$ cat src/rtl/led_scanner_pkg.sv
// Shared constants and types for the LED pattern engine.
package led_scanner_pkg;

  localparam int unsigned MODE_W = 2;

  localparam logic [MODE_W-1:0] MODE_BOUNCE = 2'd0;
  localparam logic [MODE_W-1:0] MODE_UP     = 2'd1;
  localparam logic [MODE_W-1:0] MODE_DOWN   = 2'd2;
  localparam logic [MODE_W-1:0] MODE_FILL   = 2'd3;

  typedef enum logic {
    DIR_UP   = 1'b0,
    DIR_DOWN = 1'b1
  } dir_e;

endpackage

$ cat src/rtl/led_scanner_tick.sv
// Free-running prescaler with speed-selectable step tick; clears on request, holds while paused.
module led_scanner_tick #(
  parameter int unsigned DIV_W = 24,
  parameter int unsigned SPD_W = 2
) (
  input  logic             CLK,
  input  logic             RST,
  input  logic             clr,
  input  logic             hold,
  input  logic [SPD_W-1:0] speed,
  output logic             tick
);

  localparam logic [DIV_W-1:0] ALL_ONES = '1;

  logic [DIV_W-1:0] cnt_q;
  logic [DIV_W-1:0] cnt_d;
  logic [DIV_W-1:0] mask;

  // Higher speed shortens the run of low bits that must all be ones.
  assign mask = ALL_ONES >> speed;
  assign tick = !hold && ((cnt_q & mask) == mask);

  always_comb begin
    cnt_d = cnt_q;
    if (clr) begin
      cnt_d = '0;
    end else if (!hold) begin
      cnt_d = cnt_q + DIV_W'(1);
    end
  end

  always_ff @(posedge CLK) begin
    if (RST) begin
      cnt_q <= '0;
    end else begin
      cnt_q <= cnt_d;
    end
  end

endmodule

$ cat src/rtl/led_scanner.sv
// LED pattern engine: bounce / up / down / fill modes with speed select and pause.
// Optional PWM dimming when LED_SCANNER_DIM_EN is defined (adds dim_lvl input).
module led_scanner
  import led_scanner_pkg::*;
#(
  parameter int unsigned N_LED = 4,
  parameter int unsigned DIV_W = 24,
  parameter int unsigned SPD_W = 2
) (
  input  logic              CLK,
  input  logic              RST,
  input  logic              mode_pls,
  input  logic              speed_pls,
  input  logic              pause_pls,
`ifdef LED_SCANNER_DIM_EN
  input  logic [3:0]        dim_lvl,
`endif
  output logic [N_LED-1:0]  led,
  output logic [MODE_W-1:0] mode,
  output logic [SPD_W-1:0]  speed,
  output logic              paused
);

  localparam int unsigned PW = $clog2(N_LED + 1);
  localparam logic [PW-1:0] POS_LAST = PW'(N_LED - 1);
  localparam logic [PW-1:0] POS_FULL = PW'(N_LED);
  localparam logic [N_LED-1:0] LED_ONES = '1;

  logic [MODE_W-1:0] mode_q, mode_d;
  logic [SPD_W-1:0]  speed_q, speed_d;
  logic              paused_q, paused_d;
  logic [PW-1:0]     pos_q, pos_d;
  dir_e              dir_q, dir_d;

  logic              tick;
  logic [PW-1:0]     pos_inc;
  logic [PW-1:0]     pos_dec;
  logic [N_LED-1:0]  pattern;

  led_scanner_tick #(
    .DIV_W (DIV_W),
    .SPD_W (SPD_W)
  ) u_tick (
    .CLK   (CLK),
    .RST   (RST),
    .clr   (mode_pls | speed_pls),
    .hold  (paused_q),
    .speed (speed_q),
    .tick  (tick)
  );

  assign pos_inc = pos_q + PW'(1);
  assign pos_dec = pos_q - PW'(1);

  always_ff @(posedge CLK) begin
    if (RST) begin
      mode_q   <= MODE_BOUNCE;
      speed_q  <= '0;
      paused_q <= 1'b0;
      pos_q    <= '0;
      dir_q    <= DIR_UP;
    end else begin
      mode_q   <= mode_d;
      speed_q  <= speed_d;
      paused_q <= paused_d;
      pos_q    <= pos_d;
      dir_q    <= dir_d;
    end
  end

  // Next state: a mode change restarts the pattern and wins over a coincident tick.
  always_comb begin
    mode_d   = mode_q;
    speed_d  = speed_q;
    paused_d = paused_q ^ pause_pls;
    pos_d    = pos_q;
    dir_d    = dir_q;

    if (speed_pls) begin
      speed_d = speed_q + SPD_W'(1);
    end

    if (mode_pls) begin
      mode_d = mode_q + MODE_W'(1);
      pos_d  = '0;
      dir_d  = DIR_UP;
    end else if (tick) begin
      case (mode_q)
        MODE_BOUNCE: begin
          if (dir_q == DIR_UP) begin
            pos_d = pos_inc;
            if (pos_inc == POS_LAST) dir_d = DIR_DOWN;
          end else begin
            pos_d = pos_dec;
            if (pos_dec == '0) dir_d = DIR_UP;
          end
        end
        MODE_UP, MODE_DOWN: pos_d = (pos_q == POS_LAST) ? '0 : pos_inc;
        MODE_FILL:          pos_d = (pos_q == POS_FULL) ? '0 : pos_inc;
        default:            pos_d = pos_q;
      endcase
    end
  end

  // Pattern decode from registered mode and position.
  always_comb begin
    pattern = '0;
    case (mode_q)
      MODE_DOWN: pattern = N_LED'(1) << (POS_LAST - pos_q);
      MODE_FILL: pattern = ~(LED_ONES << pos_q);
      default:   pattern = N_LED'(1) << pos_q;
    endcase
  end

`ifdef LED_SCANNER_DIM_EN
  logic [3:0] pwm_q;

  always_ff @(posedge CLK) begin
    if (RST) begin
      pwm_q <= '0;
    end else begin
      pwm_q <= pwm_q + 4'd1;
    end
  end

  assign led = pattern & {N_LED{pwm_q < dim_lvl}};
`else
  assign led = pattern;
`endif

  assign mode   = mode_q;
  assign speed  = speed_q;
  assign paused = paused_q;

endmodule

$ cat config.mk
export PLATFORM = sky130hd
export DESIGN_NAME = led_scanner
export DESIGN_NICKNAME = d
export VERILOG_FILES = /design/src/rtl/led_scanner_pkg.sv /design/src/rtl/led_scanner_tick.sv /design/src/rtl/led_scanner.sv
export SDC_FILE = /design/constraint.sdc
export NUM_CORES = 1
export LEC_CHECK = 0
export BUFFER_PORTS_ARGS = -buffer_cell sky130_fd_sc_hd__buf_4
export CORE_MARGIN = 4
export CORE_UTILIZATION = 37
export CTS_CLUSTER_DIAMETER = 50
export CTS_CLUSTER_SIZE = 12
export DETAILED_ROUTE_END_ITERATION = 10
export PLACE_DENSITY = 0.56
export SLEW_MARGIN = 20
export SYNTH_ARGS = -nofsm -noshare
export SYNTH_HDL_FRONTEND = slang
export SYNTH_SLANG_ARGS = --single-unit
$ cat constraint.sdc
create_clock -name CLK -period 2.1 [get_ports CLK]
set_input_delay 0.105 -clock CLK [delete_from_list [all_inputs] [get_ports CLK]]
set_output_delay 0.105 -clock CLK [all_outputs]
set_load 0.02 [all_outputs]
# After elaboration in Yosys (flattened, before gate mapping)
# Index checks and enable logic that the tools add are counted.
# word_totals
regBits,33
input_bits,5
out_inout_bits,9
# op_classes
addsub,6
n_eq_ne,7
shifts,4
muxes,8
bitwise,4
reduce_logical,8
# ops
op,count
$add 24x1->24 const B,1
$and 24x24->24,1
$eq 24x24->1,1
$shr 24x2->24 const A,1
$mux 3,3
$pmux 3 s3,1
$pmux 4 s2,1
$shl 1x3->4 const A,2
$eq 3x2->1 const B,2
$reduce_or 2->1,3
$add 2x1->2 const B,2
$eq 2x2->1 const B,2
$not 4->4,1
$shl 4x3->4 const A,1
$add 3x1->3 const B,1
$eq 3x3->1 const B,1
$logic_not 3->1,1
$mux 1,3
$sub 2x3->3 const A,1
$sub 3x1->3 const B,1
$eq 2x1->1 const B,1
$logic_not 2->1,1
$reduce_and 2->1,1
$logic_and 1x1->1,1
3 further kinds,3

# Longest topological paths before layout
# depth
word_depth,5
ltp_mapped,7
depth_no_buf,7

# Hierarchy
# A second synthesis with hierarchy kept.
# hier_totals
cells_unflattened,212
area_unflattened_um2,1813.0
# by_module_without_submodules
module,instances,cells_each,area_per_inst_um2,seq_area_each_um2
led_scanner_tick,1,128,1103.6,480.5
led_scanner,1,84,709.4,180.2

# Worst setup path before layout
# Ideal clock, no wire load.
# synth_timing
path_kind,register to register
from,reg pos_q[1]
to,reg pos_q[1]
arrival_time_ns,1.810
slack_ns,0.220
stages_incl_launch_ff,8
synth_period_minus_slack_ns,1.880
path_cell_list,dfxtp_1 > clkbuf_1 > inv_1 > ha_1 > a21bo_2 > a2111oi_0 > o2111ai_1 > a21oi_1
# synth_via
elab_chain_cells,3
elab_cells_between_ends,8
# synth_rtl
element,line,rtl
start: declaration,led_scanner.sv:32,"logic [PW-1:0] pos_q, pos_d;"
start signal: assignment,led_scanner.sv:66,pos_q <= pos_d;
$add 3x1->3 (tied with other cells),led_scanner.sv:52,assign pos_inc = pos_q + PW'(1);
"$mux 3, on equally long branches","led_scanner.sv:99, led_scanner.sv:90, led_scanner.sv:98",
$pmux 3 s3 *,led_scanner.sv:88,case (mode_q)
# Mark *: on every way between the ends. The rest lies on a longest branch, timed or not.
# A chain may end at the register's enable or synchronous reset.

# Worst setup path in the final report
# layout_timing
from,reg u_tick.cnt_q[0]
to,reg u_tick.cnt_q[22]
# layout_via
elab_chain_cells,1
# layout_rtl
element,line,rtl
start: declaration,led_scanner_tick.sv:16,logic [DIV_W-1:0] cnt_q;
start signal: assignment,led_scanner_tick.sv:37,cnt_q <= cnt_d;
$add 24x1->24,led_scanner_tick.sv:29,cnt_d = cnt_q + DIV_W'(1);
# No other way between the ends.

==> flow_metrics.env <==
export IMPL_worstSetupPathType="reg -> reg"
export IMPL_wire_per_inst_um=11.84
export IMPL_synth_fp_nets=249
export IMPL_die_area_mm2=0.006385
export IMPL_rows=25
export IMPL_fp_coreArea_mm2=0.004880
export IMPL_fin_crit_sh=0.8936
export IMPL_power_leakage_nw=0.8224
export IMPL_setup_tns_ns=0
export IMPL_ys_types=40
export IMPL_synth_main_ff_cell="dfxtp_1"
export IMPL_p_clk_frac=0.402
export IMPL_p_sw_frac=0.2363
export IMPL_clock_path_buffers=2
export IMPL_yosys_register_bits=33
export IMPL_slew_headroom=0.4721
export IMPL_synth_compound_area_frac=0.1543
export IMPL_drive_above_1_share=0.1496
export IMPL_synth_xor_area_share=0.07325
export IMPL_finalCriticalPeriod_ns=1.877
export IMPL_p_seq_frac=0.502
export IMPL_hold_viol_final=0
export IMPL_setup_viol=0
export IMPL_tightest_slew_ns=0.7919
export IMPL_synth_area_mux_share=0.02093
export IMPL_cts_buffers=5
export IMPL_port_buffers=13
export IMPL_grt_pass1_wl_mm=6.817
export IMPL_avgSynthCellArea_um2=8.282
export IMPL_synth_edf_count=0
export IMPL_drv_slew=0
export IMPL_insertion_delay_ns=0.28
export IMPL_drv_cap=0
export IMPL_gp_congestion=0.7682
export IMPL_final_cell_mix="dfxtp_1 (33), nor2_1 (24), buf_4 (24)"
export IMPL_hold_class="in -> reg"
export IMPL_num_antenna_cells=0
export IMPL_stdcell_count=321
export IMPL_cp_data_arrival_time_ns=2.07
export IMPL_synthArstFlopShare=0
export IMPL_grt_pass1_vias=1538
export IMPL_firstDrtPassIters=4
export IMPL_syn_area_mm2=0.001913
export IMPL_die_width_um=79.91
export IMPL_start_kind="flip-flop"
export IMPL_grt_max_degree=24
export IMPL_postCtsSetupBuffers=0
export IMPL_cts_tree="yes"
export IMPL_cts_resized=0
export IMPL_status="finished clean"
export IMPL_die_h_um=79.91
export IMPL_grt_overflow_total=0
export IMPL_cts_htree_levels=2
export IMPL_drc=0
export IMPL_vias=1644
export IMPL_intPower_mw=0.9876
export IMPL_synth_simple_area_share=0.2564
export IMPL_syn_inst=231
export IMPL_drtIter0Drc=67
export IMPL_worst_setup_path_end_kind="flip-flop"
export IMPL_cts_root_buf="clkbuf_8"
export IMPL_io_pins=14
export IMPL_p_sw_mw=0.3056
export IMPL_initial_core_util=0.3921
export IMPL_antenna_found_initial=0
export IMPL_path_clk_slew_ns=0.07
export IMPL_holdBufCountCts=0
export IMPL_area_delta_synth_final_pct=16.55
export IMPL_crit_required_ns=2.30
export IMPL_final_antenna_net_count=0
export IMPL_clock_skew_ns=0.006596
export IMPL_fillers=497
export IMPL_power_density_mw_per_mm2=580.0
export IMPL_synth_top_family_by_area="simple AND/OR/NAND/NOR gates"
export IMPL_layout_commonest_cell="dfxtp_1"
export IMPL_drt_total_wl_mm=3.800
export IMPL_cts_sinks=33
export IMPL_path_max_fanout=12
export IMPL_rsz0062_at_grt="no"
export IMPL_yosys_warnings=0
export IMPL_dp_cells=313
export IMPL_vias_per_cell=5.121
export IMPL_combPwrFrac=0.096
export IMPL_dp_hpwl_mm=2.816
export IMPL_yosysSeqAreaShare=0.3453
export IMPL_fmax_mhz=532.9
export IMPL_grt_usage=0.1330
export IMPL_synth_adder_area_share=0.08502
export IMPL_fin_nets=271
export IMPL_vdd_drop_max_uv=383.0
-- power by group through the flow --
| stage | Sequential [mW] | Combinational (mW) | Clock [mW] |
|---|---|---|---|
| 2_1_floorplan | 0.673 | 0.0720 | 0 |
| 3_3_place_gp | 0.664 | 0.124 | 0 |
| 3_5_place_dp | 0.664 | 0.126 | 0 |
| 4_1_cts | 0.649 | 0.126 | 0.541 |
| 5_1_grt | 0.651 | 0.140 | 0.572 |
| 6_report | 0.649 | 0.124 | 0.520 |
-- metrics by stage --
stage / cell area (um^2) / power (mW) / setup slack, ns / util / hold slack [ns]
CTS: 2230 / 1.316 / 0.08822 / 0.4569 / 0.01842
detailed placement: 2128 / 0.7895 / 0.1179 / 0.4362 / 0.3209
floorplan: 1913 / 0.7447 / 0.2202 / - / 0.1774
finish: 2230 / 1.293 / 0.2234 / 0.4569 / 0.02754
global route: 2230 / 1.363 / 0.1110 / 0.4569 / 0.01795
global placement: 2128 / 0.7882 / 0.1506 / 0.4362 / 0.3235
-- cells in the mapped netlist (all sizes together), types with 4 or more instances --
library cell	number	area share
o21ai	12	0.031
nand3	5	0.013
xor2	4	0.018
ha	13	0.085
xnor2	12	0.055
nand4	12	0.039
nor2	24	0.047
a21oi	16	0.042
clkbuf	7	0.014
nand2	11	0.022
or3	7	0.023
o31ai	5	0.020
inv	20	0.039
nor3	7	0.018
dfxtp	33	0.35
mux2i	4	0.021
nor4	7	0.023
-- cells by family after synthesis --
| logic type | count (synthesis) |
|---|---|
| multiplexers | 4 |
| adder cells (fa/ha/maj) | 13 |
| flip-flops | 33 |
| buffers and inverters | 29 |
| AO/OA/AOI/OAI | 47 |
| XOR/XNOR | 16 |
| AND/OR/NAND/NOR | 89 |
-- sequential cells by signal, indices dropped and copies added, names as in the netlist --
name          flops
speed             2
dir_q             1
paused            1
u_tick.cnt_q     24
pos_q             3
mode              2
-- path summary, 6_finish.rpt --
| path | depth (start not counted) | slack, ns | endpoint | from |
|---|---|---|---|---|
| max | 5 | 0.22 | u_tick.cnt_q[22]$_SDFFE_PP0N_ | u_tick.cnt_q[0]$_SDFFE_PP0N_ |
| min | 2 | 0.03 | speed[0]$_SDFFE_PP0P_ | RST |
| max reg2reg | 5 | 0.22 | u_tick.cnt_q[22]$_SDFFE_PP0N_ | u_tick.cnt_q[0]$_SDFFE_PP0N_ |
| min reg2reg | 2 | 0.47 | u_tick.cnt_q[23]$_SDFFE_PP0N_ | u_tick.cnt_q[23]$_SDFFE_PP0N_ |
-- layer usage --
metal	share of wire	track usage	vias to the layer above	routed length, um
li1	-	-	874	-
met1	0.50	0.1679	749	1885
met2	0.47	0.2227	17	1780
met3	0.025	0.03386	4	96
met4	0.0095	0.03716	0	36
met5	0	0	-	0
-- area by class of cell --
cell class	count	area, um^2	area share
Clock inverter	1	5.005	0.002245
Inverter	20	75.07	0.03367
Sequential cell	33	660.6	0.2963
Multi-Input combinational cell	169	1129	0.5062
Clock buffer	7	96.34	0.04321
Tap cell	67	83.83	0.03760
Timing Repair Buffer	24	180.2	0.08081
-- critical path, cell delays in order (launching register included) --
cell	delay [ns]
dfxtp_1	0.37
ha_1	0.23
nand3b_4	0.12
or4_4	0.51
or4_1	0.42
a21oi_1	0.15
No activity file was read; power rests on OpenSTA's default activity.
